**config.mk**
```make
export PLATFORM = sky130hd
export DESIGN_NAME = func_accumulator_flat
export DESIGN_NICKNAME = d
export VERILOG_FILES = /design/src/rtl/func_acc_pkg.sv /design/src/rtl/func_accumulator_if.sv /design/src/rtl/func_acc_watchdog.sv /design/src/rtl/func_accumulator.sv /design/src/flat_wrapper.sv
export SDC_FILE = /design/constraint.sdc
export NUM_CORES = 1
export LEC_CHECK = 0
export BUFFER_PORTS_ARGS = -buffer_cell sky130_fd_sc_hd__clkbuf_2
export CAP_MARGIN = 20
export CELL_PAD_IN_SITES_DETAIL_PLACEMENT = 1
export CELL_PAD_IN_SITES_GLOBAL_PLACEMENT = 2
export CORE_UTILIZATION = 32
export CTS_BUF_LIST = sky130_fd_sc_hd__clkbuf_2 sky130_fd_sc_hd__clkbuf_4 sky130_fd_sc_hd__clkbuf_8
export CTS_CLUSTER_DIAMETER = 100
export DETAILED_ROUTE_END_ITERATION = 10
export PLACE_DENSITY_LB_ADDON = 0.3
export SETUP_SLACK_MARGIN = 0.1
export SLEW_MARGIN = 10
export SYNTH_ARGS = -nofsm -noshare
export SYNTH_HDL_FRONTEND = slang
export SYNTH_SLANG_ARGS = --single-unit
```
**constraint.sdc**
```tcl
create_clock -name clk -period 2.6 [get_ports clk]
set_clock_uncertainty 0.2 [all_clocks]
set_input_delay 0.65 -clock clk [delete_from_list [all_inputs] [get_ports clk]]
set_output_delay 0.65 -clock clk [all_outputs]
set_load 0.03 [all_outputs]
```
**src/rtl/func_acc_pkg.sv**
```systemverilog
// Command codes, FSM state encodings and float constants shared by the func_accumulator slice.
package func_acc_pkg;

    typedef enum logic [1:0] {
        CMD_CLEAR       = 2'd0,
        CMD_GO          = 2'd1,
        CMD_READ        = 2'd2,
        CMD_READ_STATUS = 2'd3
    } cmd_e;

    typedef enum logic [2:0] {
        ST_IDLE     = 3'd0,
        ST_EVAL     = 3'd1,
        ST_ADD_PAIR = 3'd2,
        ST_ADD_ACC  = 3'd3,
        ST_DONE     = 3'd4
    } state_e;

    localparam logic [31:0] QNAN = 32'h7FC0_0000;

endpackage

```
**src/rtl/func_accumulator_if.sv**
```systemverilog
// Command, evaluator and adder handshake bundle; slave is the accumulator's view, master the environment's.
interface func_accumulator_if #(
    parameter int FLT_DATA_WIDTH = 32,
    parameter int N_WIDTH        = 2
);
    logic                      clk_en;
    logic                      start;
    logic [N_WIDTH-1:0]        n;
    logic [FLT_DATA_WIDTH-1:0] x_one;
    logic [FLT_DATA_WIDTH-1:0] x_two;
    logic [FLT_DATA_WIDTH-1:0] result;
    logic                      done;
    logic                      eval_start;
    logic [FLT_DATA_WIDTH-1:0] eval_x_one;
    logic [FLT_DATA_WIDTH-1:0] eval_x_two;
    logic                      eval_done;
    logic [FLT_DATA_WIDTH-1:0] eval_y_one;
    logic [FLT_DATA_WIDTH-1:0] eval_y_two;
    logic                      add_valid;
    logic [FLT_DATA_WIDTH-1:0] add_a;
    logic [FLT_DATA_WIDTH-1:0] add_b;
    logic                      add_done;
    logic [FLT_DATA_WIDTH-1:0] add_sum;

    modport slave (
        input  clk_en, start, n, x_one, x_two,
        input  eval_done, eval_y_one, eval_y_two, add_done, add_sum,
        output result, done, eval_start, eval_x_one, eval_x_two,
        output add_valid, add_a, add_b
    );

    modport master (
        output clk_en, start, n, x_one, x_two,
        output eval_done, eval_y_one, eval_y_two, add_done, add_sum,
        input  result, done, eval_start, eval_x_one, eval_x_two,
        input  add_valid, add_a, add_b
    );

endinterface

```
**src/rtl/func_acc_watchdog.sv**
```systemverilog
// Handshake watchdog: down-counter reloaded on every wait-state entry, expired at terminal count.
// Only compiled when FUNC_ACC_TIMEOUT_EN is defined.
`ifdef FUNC_ACC_TIMEOUT_EN
module func_acc_watchdog #(
    parameter int TIMEOUT_CYCLES = 255
) (
    input  logic clk,
    input  logic rst,
    input  logic clk_en_i,
    input  logic restart_i,
    output logic expired_o
);
    localparam int CW = (TIMEOUT_CYCLES > 2) ? $clog2(TIMEOUT_CYCLES) : 1;
    // Loaded on the entry edge, so reaching zero marks TIMEOUT_CYCLES cycles spent in the state.
    localparam logic [CW-1:0] LOAD = CW'(TIMEOUT_CYCLES - 1);

    logic [CW-1:0] cnt_q, cnt_d;

    always_comb begin
        cnt_d = cnt_q;
        if (restart_i) begin
            cnt_d = LOAD;
        end else if (cnt_q != '0) begin
            cnt_d = cnt_q - CW'(1);
        end
    end

    always_ff @(posedge clk or negedge rst) begin
        if (!rst) begin
            cnt_q <= LOAD;
        end else if (clk_en_i) begin
            cnt_q <= cnt_d;
        end
    end

    assign expired_o = (cnt_q == '0);

endmodule
`endif

```
**src/rtl/func_accumulator.sv**
```systemverilog
// Evaluates f(x_one)+f(x_two) through external evaluator/adder handshakes and accumulates into sum.
// Optional handshake watchdog with sticky error flag: define FUNC_ACC_TIMEOUT_EN.
//   state    | meaning
//   IDLE     | wait for start; CLEAR/READ/READ_STATUS resolve here
//   EVAL     | evaluator launched, wait for eval_done
//   ADD_PAIR | adder computing f(x_one)+f(x_two)
//   ADD_ACC  | adder folding the pair sum into the accumulator
//   DONE     | one-cycle done pulse, back to IDLE
module func_accumulator
    import func_acc_pkg::*;
#(
    parameter int FLT_DATA_WIDTH = 32,
    parameter int N_WIDTH        = 2,
    parameter int COUNT_WIDTH    = 16,
    parameter int TIMEOUT_CYCLES = 255
) (
    input  logic              clk,
    input  logic              rst,
    func_accumulator_if.slave bus
);
    localparam int W = FLT_DATA_WIDTH;

    if (COUNT_WIDTH > FLT_DATA_WIDTH - 1 || N_WIDTH != 2 || TIMEOUT_CYCLES < 2) begin : g_param_check
        $error("func_accumulator: COUNT_WIDTH must sit below the error bit, N_WIDTH must be 2, TIMEOUT_CYCLES >= 2");
    end

    state_e                 state_q, state_d;
    logic [W-1:0]           result_q, result_d;
    logic                   done_q, done_d;
    logic                   eval_start_q, eval_start_d;
    logic                   add_valid_q, add_valid_d;
    logic [W-1:0]           eval_x_one_q, eval_x_one_d;
    logic [W-1:0]           eval_x_two_q, eval_x_two_d;
    logic [W-1:0]           add_a_q, add_a_d;
    logic [W-1:0]           add_b_q, add_b_d;
    logic [W-1:0]           sum_q, sum_d;
    logic [COUNT_WIDTH-1:0] count_q, count_d;
    logic                   error_q, error_d;
    logic [W-1:0]           status;

    always_comb begin
        status                  = '0;
        status[W-1]             = error_q;
        status[COUNT_WIDTH-1:0] = count_q;
    end

`ifdef FUNC_ACC_TIMEOUT_EN
    logic wd_restart;
    logic wd_expired;

    assign wd_restart = (state_d != state_q);

    func_acc_watchdog #(
        .TIMEOUT_CYCLES (TIMEOUT_CYCLES)
    ) u_watchdog (
        .clk       (clk),
        .rst       (rst),
        .clk_en_i  (bus.clk_en),
        .restart_i (wd_restart),
        .expired_o (wd_expired)
    );
`endif

    always_comb begin
        state_d      = state_q;
        result_d     = result_q;
        done_d       = 1'b0;
        eval_start_d = 1'b0;
        add_valid_d  = 1'b0;
        eval_x_one_d = eval_x_one_q;
        eval_x_two_d = eval_x_two_q;
        add_a_d      = add_a_q;
        add_b_d      = add_b_q;
        sum_d        = sum_q;
        count_d      = count_q;
        error_d      = error_q;

        case (state_q)
            ST_IDLE: begin
                if (bus.start) begin
                    case (cmd_e'(bus.n))
                        CMD_CLEAR: begin
                            sum_d    = '0;
                            count_d  = '0;
                            error_d  = 1'b0;
                            result_d = '0;
                            state_d  = ST_DONE;
                        end
                        CMD_GO: begin
                            eval_x_one_d = bus.x_one;
                            eval_x_two_d = bus.x_two;
                            eval_start_d = 1'b1;
                            state_d      = ST_EVAL;
                        end
                        CMD_READ: begin
                            result_d = sum_q;
                            state_d  = ST_DONE;
                        end
                        default: begin
                            result_d = status;
                            state_d  = ST_DONE;
                        end
                    endcase
                end
            end
            ST_EVAL: begin
                // A done coincident with our own launch pulse belongs to an earlier request.
                if (bus.eval_done && !eval_start_q) begin
                    add_a_d     = bus.eval_y_one;
                    add_b_d     = bus.eval_y_two;
                    add_valid_d = 1'b1;
                    state_d     = ST_ADD_PAIR;
                end
            end
            ST_ADD_PAIR: begin
                if (bus.add_done) begin
                    add_a_d     = sum_q;
                    add_b_d     = bus.add_sum;
                    add_valid_d = 1'b1;
                    state_d     = ST_ADD_ACC;
                end
            end
            ST_ADD_ACC: begin
                if (bus.add_done) begin
                    sum_d    = bus.add_sum;
                    result_d = bus.add_sum;
                    count_d  = (&count_q) ? count_q : count_q + COUNT_WIDTH'(1);
                    state_d  = ST_DONE;
                end
            end
            ST_DONE: begin
                done_d  = 1'b1;
                state_d = ST_IDLE;
            end
            default: begin
                state_d = ST_IDLE;
            end
        endcase

`ifdef FUNC_ACC_TIMEOUT_EN
        // A handshake completing on the expiry cycle still wins over the abort.
        if (wd_expired && (state_d == state_q) &&
            (state_q inside {ST_EVAL, ST_ADD_PAIR, ST_ADD_ACC})) begin
            error_d     = 1'b1;
            result_d    = W'(QNAN);
            add_valid_d = 1'b0;
            state_d     = ST_DONE;
        end
`endif
    end

    always_ff @(posedge clk or negedge rst) begin
        if (!rst) begin
            state_q      <= ST_IDLE;
            result_q     <= '0;
            done_q       <= 1'b0;
            eval_start_q <= 1'b0;
            add_valid_q  <= 1'b0;
            eval_x_one_q <= '0;
            eval_x_two_q <= '0;
            add_a_q      <= '0;
            add_b_q      <= '0;
            sum_q        <= '0;
            count_q      <= '0;
            error_q      <= 1'b0;
        end else if (bus.clk_en) begin
            state_q      <= state_d;
            result_q     <= result_d;
            done_q       <= done_d;
            eval_start_q <= eval_start_d;
            add_valid_q  <= add_valid_d;
            eval_x_one_q <= eval_x_one_d;
            eval_x_two_q <= eval_x_two_d;
            add_a_q      <= add_a_d;
            add_b_q      <= add_b_d;
            sum_q        <= sum_d;
            count_q      <= count_d;
            error_q      <= error_d;
        end
    end

    assign bus.result     = result_q;
    assign bus.done       = done_q;
    assign bus.eval_start = eval_start_q;
    assign bus.eval_x_one = eval_x_one_q;
    assign bus.eval_x_two = eval_x_two_q;
    assign bus.add_valid  = add_valid_q;
    assign bus.add_a      = add_a_q;
    assign bus.add_b      = add_b_q;

endmodule

```
**src/flat_wrapper.sv**
```systemverilog
// flat-port wrapper written by rule: the top's interface ports become plain ports
module func_accumulator_flat import func_acc_pkg::*;
#(
    parameter int FLT_DATA_WIDTH = 32,
    parameter int N_WIDTH        = 2,
    parameter int COUNT_WIDTH    = 16,
    parameter int TIMEOUT_CYCLES = 255
)
  (clk, rst, bus_clk_en, bus_start, bus_n, bus_x_one, bus_x_two, bus_eval_done, bus_eval_y_one, bus_eval_y_two, bus_add_done, bus_add_sum, bus_result, bus_done, bus_eval_start, bus_eval_x_one, bus_eval_x_two, bus_add_valid, bus_add_a, bus_add_b);
  func_accumulator_if #(.FLT_DATA_WIDTH(FLT_DATA_WIDTH), .N_WIDTH(N_WIDTH)) bus_i ();
  input  logic clk;
  input  logic rst;
  input wire logic [$bits(bus_i.clk_en)-1:0] bus_clk_en;
  input wire logic [$bits(bus_i.start)-1:0] bus_start;
  input wire logic [$bits(bus_i.n)-1:0] bus_n;
  input wire logic [$bits(bus_i.x_one)-1:0] bus_x_one;
  input wire logic [$bits(bus_i.x_two)-1:0] bus_x_two;
  input wire logic [$bits(bus_i.eval_done)-1:0] bus_eval_done;
  input wire logic [$bits(bus_i.eval_y_one)-1:0] bus_eval_y_one;
  input wire logic [$bits(bus_i.eval_y_two)-1:0] bus_eval_y_two;
  input wire logic [$bits(bus_i.add_done)-1:0] bus_add_done;
  input wire logic [$bits(bus_i.add_sum)-1:0] bus_add_sum;
  output wire logic [$bits(bus_i.result)-1:0] bus_result;
  output wire logic [$bits(bus_i.done)-1:0] bus_done;
  output wire logic [$bits(bus_i.eval_start)-1:0] bus_eval_start;
  output wire logic [$bits(bus_i.eval_x_one)-1:0] bus_eval_x_one;
  output wire logic [$bits(bus_i.eval_x_two)-1:0] bus_eval_x_two;
  output wire logic [$bits(bus_i.add_valid)-1:0] bus_add_valid;
  output wire logic [$bits(bus_i.add_a)-1:0] bus_add_a;
  output wire logic [$bits(bus_i.add_b)-1:0] bus_add_b;
  assign bus_i.clk_en = bus_clk_en;
  assign bus_i.start = bus_start;
  assign bus_i.n = bus_n;
  assign bus_i.x_one = bus_x_one;
  assign bus_i.x_two = bus_x_two;
  assign bus_i.eval_done = bus_eval_done;
  assign bus_i.eval_y_one = bus_eval_y_one;
  assign bus_i.eval_y_two = bus_eval_y_two;
  assign bus_i.add_done = bus_add_done;
  assign bus_i.add_sum = bus_add_sum;
  assign bus_result = bus_i.result;
  assign bus_done = bus_i.done;
  assign bus_eval_start = bus_i.eval_start;
  assign bus_eval_x_one = bus_i.eval_x_one;
  assign bus_eval_x_two = bus_i.eval_x_two;
  assign bus_add_valid = bus_i.add_valid;
  assign bus_add_a = bus_i.add_a;
  assign bus_add_b = bus_i.add_b;
  func_accumulator #(.FLT_DATA_WIDTH(FLT_DATA_WIDTH), .N_WIDTH(N_WIDTH), .COUNT_WIDTH(COUNT_WIDTH), .TIMEOUT_CYCLES(TIMEOUT_CYCLES)) u_core (.clk(clk), .rst(rst), .bus(bus_i));
endmodule
```
# After elaboration in Yosys (flattened, before gate mapping)
# Index checks and enable logic that the tools add are counted.
# totals
regBits,214
input_bits,168
output_inout_bits,163
word_cells,68
# op_classes
addsub,1
n_eq_ne,13
mux,30
reduce_logical,13
# op_table
op,count
32-bit case mux with 2 select lines,4
32-bit 2-to-1 mux,7
32-bit case mux with 3 select lines,1
16-bit 2-to-1 mux,4
16-bit case mux with 2 select lines,1
"16-bit by 1-bit adder with 16-bit output, second input constant",1
16-bit AND reduction,1
3-bit 2-to-1 mux,5
5-bit AND reduction,3
"2-bit inequality test, second input constant",6
3-bit case mux with 4 select lines,1
4-bit AND reduction,2
"3-bit by 2-bit equality test with 1-bit output, second input constant",2
1-bit 2-to-1 mux,6
6-bit AND reduction,1
2-bit nonzero test,2
"3-bit by 1-bit equality test with 1-bit output, second input constant",1
"3-bit equality test, second input constant",1
3-bit zero test,1
"2-bit by 1-bit equality test with 1-bit output, second input constant",1
"2-bit equality test, second input constant",1
2-bit zero test,1
"2-bit by 1-bit inequality test with 1-bit output, second input constant",1
1-bit case mux with 2 select lines,1
2 further kinds,2

# Logic depth before layout (Yosys ltp)
# depth
ltp_word,4
ltp_mapped,8
depth_no_buf,5

# Worst setup path before layout
# OpenSTA, ideal clock, no wires.
# synth_path
path_type,input -> register
from,in bus_n[0]
to,reg u_core.eval_x_two_q[10] (netlist: u_core.bus.eval_x_two[10])
setup_time_ns,0.125
arrival_ns,1.956
slack_ns,0.319
path_stages,7
path_cell_list,buf_2 nand2b_1 nor4_4 and3_1 buf_6 buf_6 mux2_2
# synth_via
elab_chain_len,2
# synth_rtl
element,line,rtl
from (decl),flat_wrapper.sv:15,input wire logic [$bits(bus_i.n)-1:0] bus_n;
2-bit by 1-bit equality test with 1-bit output,func_accumulator.sv:81,case (cmd_e'(bus.n))
4-bit AND reduction (no source line),--,
to (signal assigned),func_accumulator.sv:173,eval_x_two_q <= eval_x_two_d;
to (decl),func_accumulator.sv:33,"logic [W-1:0] eval_x_two_q, eval_x_two_d;"
# Every way passes these cells.
# A chain may end at the register's enable or synchronous reset.

# Worst setup path in the final report
# layout_path
from,reg u_core.state_q[0]
to,reg u_core.add_a_q[6] (netlist: u_core.bus.add_a[6])
# layout_via
elab_chain_len,3
# layout_rtl
element,line,rtl
from (decl),func_accumulator.sv:27,"state_e state_q, state_d;"
from (signal assigned),func_accumulator.sv:167,state_q <= state_d;
3-bit by 1-bit equality test with 1-bit output or 3-bit by 2-bit equality test with 1-bit output (tied branches),func_accumulator.sv:78,case (state_q)
2-bit by 1-bit inequality test with 1-bit output (no source line) (tied with other cells),--,
4-bit AND reduction (no source line),--,
to (signal assigned),func_accumulator.sv:161,add_a_q <= '0;
to (signal assigned),func_accumulator.sv:174,add_a_q <= add_a_d;
to (decl),func_accumulator.sv:34,"logic [W-1:0] add_a_q, add_a_d;"
# Several ways; a longest one is shown, not always the timed one.

==> results.py <==
metrics = {
    "floorplanning": {
        "die_area_mm2": 0.0305,
        "start_util": 0.329,
        "die_w_um": 175,
        "rows": 62,
        "core_area_mm2": 0.0290,
        "io_pins": 331,
        "die_h_um": 175,
    },
    "clock_tree": {
        "path_clk_slew_ps": 60,
        "cts_htree_levels": 2,
        "clockRootBuffer": "clkbuf_8",
        "cts_tree": "built",
        "clk_latency_ps": 540,
        "cts_buffers": 41,
        "clock_sinks": 214,
        "clockBufferDepth": 3,
    },
    "global_routing": {
        "grt_pass1_wl_um": 47500,
        "antenna_found_initial": 0,
        "grt_usage": 0.199,
        "grt_max_degree": 130,
        "grt_pass1_vias": 8104,
        "overflow": 0,
    },
    "worst_setup_path": {
        "rrSetupSlack_ps": 260,
        "path_class": "reg -> reg",
        "cp-start-kind": "register",
        "worstPathArrival_ps": 2510,
        "end_kind": "register",
        "required_ps": 2770,
        "path_max_fanout": 129,
    },
    "sta": {
        "finalCriticalPeriod_ps": 2340,
        "fmax_mhz": 427,
        "rsz0062_at_grt": "no",
        "fin_tns_setup_ps": 0,
        "maxSlewViolCount": 0,
        "hold_viol_final": 0,
        "finalSetupViolations": 0,
        "tightest_slew_ps": 934,
        "post-route-period-util": 0.900,
        "relSlewSlack": 0.376,
    },
    "route": {
        "via_per_inst": 4.90,
        "first_pass_iters": 4,
        "wl_per_cell_um": 19.3,
        "initialDrtViolationCount": 288,
        "drt-total-wl_um": 30200,
        "route.vias.total": 7657,
        "drt.antenna.violating_nets": 0,
        "remaining_drc_errors": 0,
    },
    "synth": {
        "synth_top_area_share": 0.561,
        "async_reset_ff_frac": 1.00,
        "yosysUniqueCellTypes": 56,
        "syn_area_per_cell_um2": 11.8,
        "synth.largest_area_cell": "dfrtp_1",
        "syn_inst": 813,
        "synth_edf_count": 0,
        "yosys-top-cells-area": "dfrtp_1 56%, mux2_2 9.9%, mux2i_1 7.0%",
        "yosys_warnings": 0,
        "synth-seq-cells": 214,
        "yosys_most_used_dff": "dfrtp_1",
        "ys_seq_area_frac": 0.561,
        "syn_area_mm2": 0.00955,
        "syn_nets": 982,
    },
    "power": {
        "peakVddDrop_mv": 0.653,
        "powerDensity_mw_per_mm2": 1240,
        "clkPwrFrac": 0.214,
        "switchingPower_mw": 6.67,
        "power.internal_mw": 8.93,
        "leakage_nw": 6.23,
        "swShare": 0.427,
        "p_seq_frac": 0.365,
        "p_comb_frac": 0.421,
    },
    "final_layout": {
        "drive_above_1_share": 0.446,
        "final_core_util": 0.433,
        "area_growth_pct": 31.5,
        "diodes": 0,
        "nNetsFinal": 1326,
        "final_cell_mix": "329 x clkbuf_2, 214 x dfrtp_1, 113 x nand2_1, 84 x mux2_2, 67 x mux2i_1",
        "design_area_mm2": 0.0126,
        "final_common_cell": "clkbuf_2",
        "fillers": 3269,
    },
    "place": {
        "io_buffers": 330,
        "dp_hpwl_um": 21400,
        "postPlaceCellArea_mm2": 0.0117,
        "gp_congestion": 0.759,
    },
    "status": {
        "status": "completed",
    },
    "flow_run": {
        "max_cap_violations": 0,
    },
    "hold_path": {
        "worstHoldPathType": "in -> reg",
    },
}
## through the flow
| stage | total power [mW] | hold WS (ps) | instances | setup WS [ps] |
|---|---|---|---|---|
| 3_5_place_dp | 12.5 | 269 | 1497 | 209 |
| 2_1_floorplan | 10.1 | 154 | 813 | 319 |
| 5_1_grt | 16.6 | 95.8 | 1564 | 184 |
| 6_report | 15.6 | 126 | 1564 | 260 |
| 3_3_place_gp | 12.3 | 263 | 1497 | 244 |
| 4_1_cts | 15.9 | 91.0 | 1564 | 281 |
## registers in the layout (all words and copies together), names as in the netlist
signal                 cells
u_core.bus.add_a          32
u_core.bus.add_b          32
u_core.bus.add_valid       1
u_core.bus.done            1
u_core.bus.eval_start      1
u_core.bus.eval_x_one     32
u_core.bus.eval_x_two     32
u_core.bus.result         32
u_core.count_q            16
u_core.state_q             3
u_core.sum_q              32
## cell families (layout without fill, tap and decap cells)
kind of cell	after synthesis	after routing	share of synthesized area
muxes	163	163	0.183
buffers and inverters	66	433	0.0381
and+or+nand+nor	205	205	0.0980
DFF	214	214	0.561
AOI/OAI and AO/OA	164	164	0.119
adders and majority gates	1	1	0.00131
## worst paths after layout
kind | cells past startpoint | endpoint | startpoint
worst min register to register | 2 | u_core.bus.add_b[8] | u_core.bus.add_b[8]
max in group asynchronous | 3 | u_core.bus.result[28] | rst
worst max-delay path | 6 | u_core.bus.add_a[6] | u_core.state_q[0]
worst max register to register | 6 | u_core.bus.add_a[6] | u_core.state_q[0]
min in group asynchronous | 2 | u_core.count_q[4] | rst
worst min-delay path | 2 | u_core.bus.eval_x_two[20] | bus_x_two[20]
## power by group through the flow
stage	sequential (mW)	clock (mW)	combinational, mW
5_1_grt	5.90	3.61	7.05
3_5_place_dp	5.77	0	6.69
6_report	5.70	3.33	6.57
4_1_cts	5.72	3.47	6.70
3_3_place_gp	5.70	0	6.58
2_1_floorplan	7.75	0	2.35
## area by class of cell
| cell class | count | area, µm² | area share |
|---|---|---|---|
| clock inverters | 5 | 38.8 | 0.00309 |
| inverters | 8 | 30.0 | 0.00239 |
| flip-flops and latches | 214 | 5360 | 0.426 |
| clock buffers | 61 | 777 | 0.0619 |
| repair buffers | 359 | 1990 | 0.159 |
| well taps | 384 | 480 | 0.0382 |
| multi-input cells | 533 | 3890 | 0.309 |
## critical path, stage by stage, from the launching register on
cell and delay (ps):
dfrtp_1 550, buf_4 210, nor4bb_1 410, o21ai_4 120, buf_12 190, nand2_1 170, o21ai_0 120
## layer usage
| metal | vias to the layer above | GRT usage | wire length, µm |
|---|---|---|---|
| met2 | 174 | 0.340 | 15300 |
| met1 | 3837 | 0.258 | 13100 |
| met3 | 42 | 0.0348 | 1300 |
| met5 | - | 0 | 0 |
| li1 | 3604 | - | - |
| met4 | 0 | 0.0507 | 512 |
## synthesized netlist by cell type, types with 3 or more instances
| library cell | instances |
|---|---|
| o211ai_1 | 4 |
| o21ai_1 | 11 |
| nand2_1 | 113 |
| nor2b_1 | 3 |
| nand3_1 | 19 |
| a2bb2oi_1 | 4 |
| a22o_1 | 32 |
| nor4_1 | 3 |
| mux2_2 | 84 |
| o21ai_0 | 65 |
| mux2_1 | 12 |
| buf_4 | 12 |
| dfrtp_1 | 214 |
| inv_1 | 8 |
| buf_2 | 15 |
| nor2_1 | 38 |
| clkbuf_1 | 23 |
| a211oi_1 | 3 |
| o22a_1 | 4 |
| buf_6 | 7 |
| a221oi_1 | 16 |
| a21oi_1 | 4 |
| mux2i_1 | 67 |
| a21o_1 | 5 |
| nand4_1 | 3 |
## what timing repair did
| action | in CTS | in global routing |
|---|---|---|
| hold endpoints to repair | 13 | 0 |
| endpoints found under the setup margin | 0 | 0 |
| resized for setup | 0 | 0 |
| setup buffers | 0 | 0 |
| hold buffers | 1 | 0 |
No activity file was read; power rests on OpenSTA's default activity.
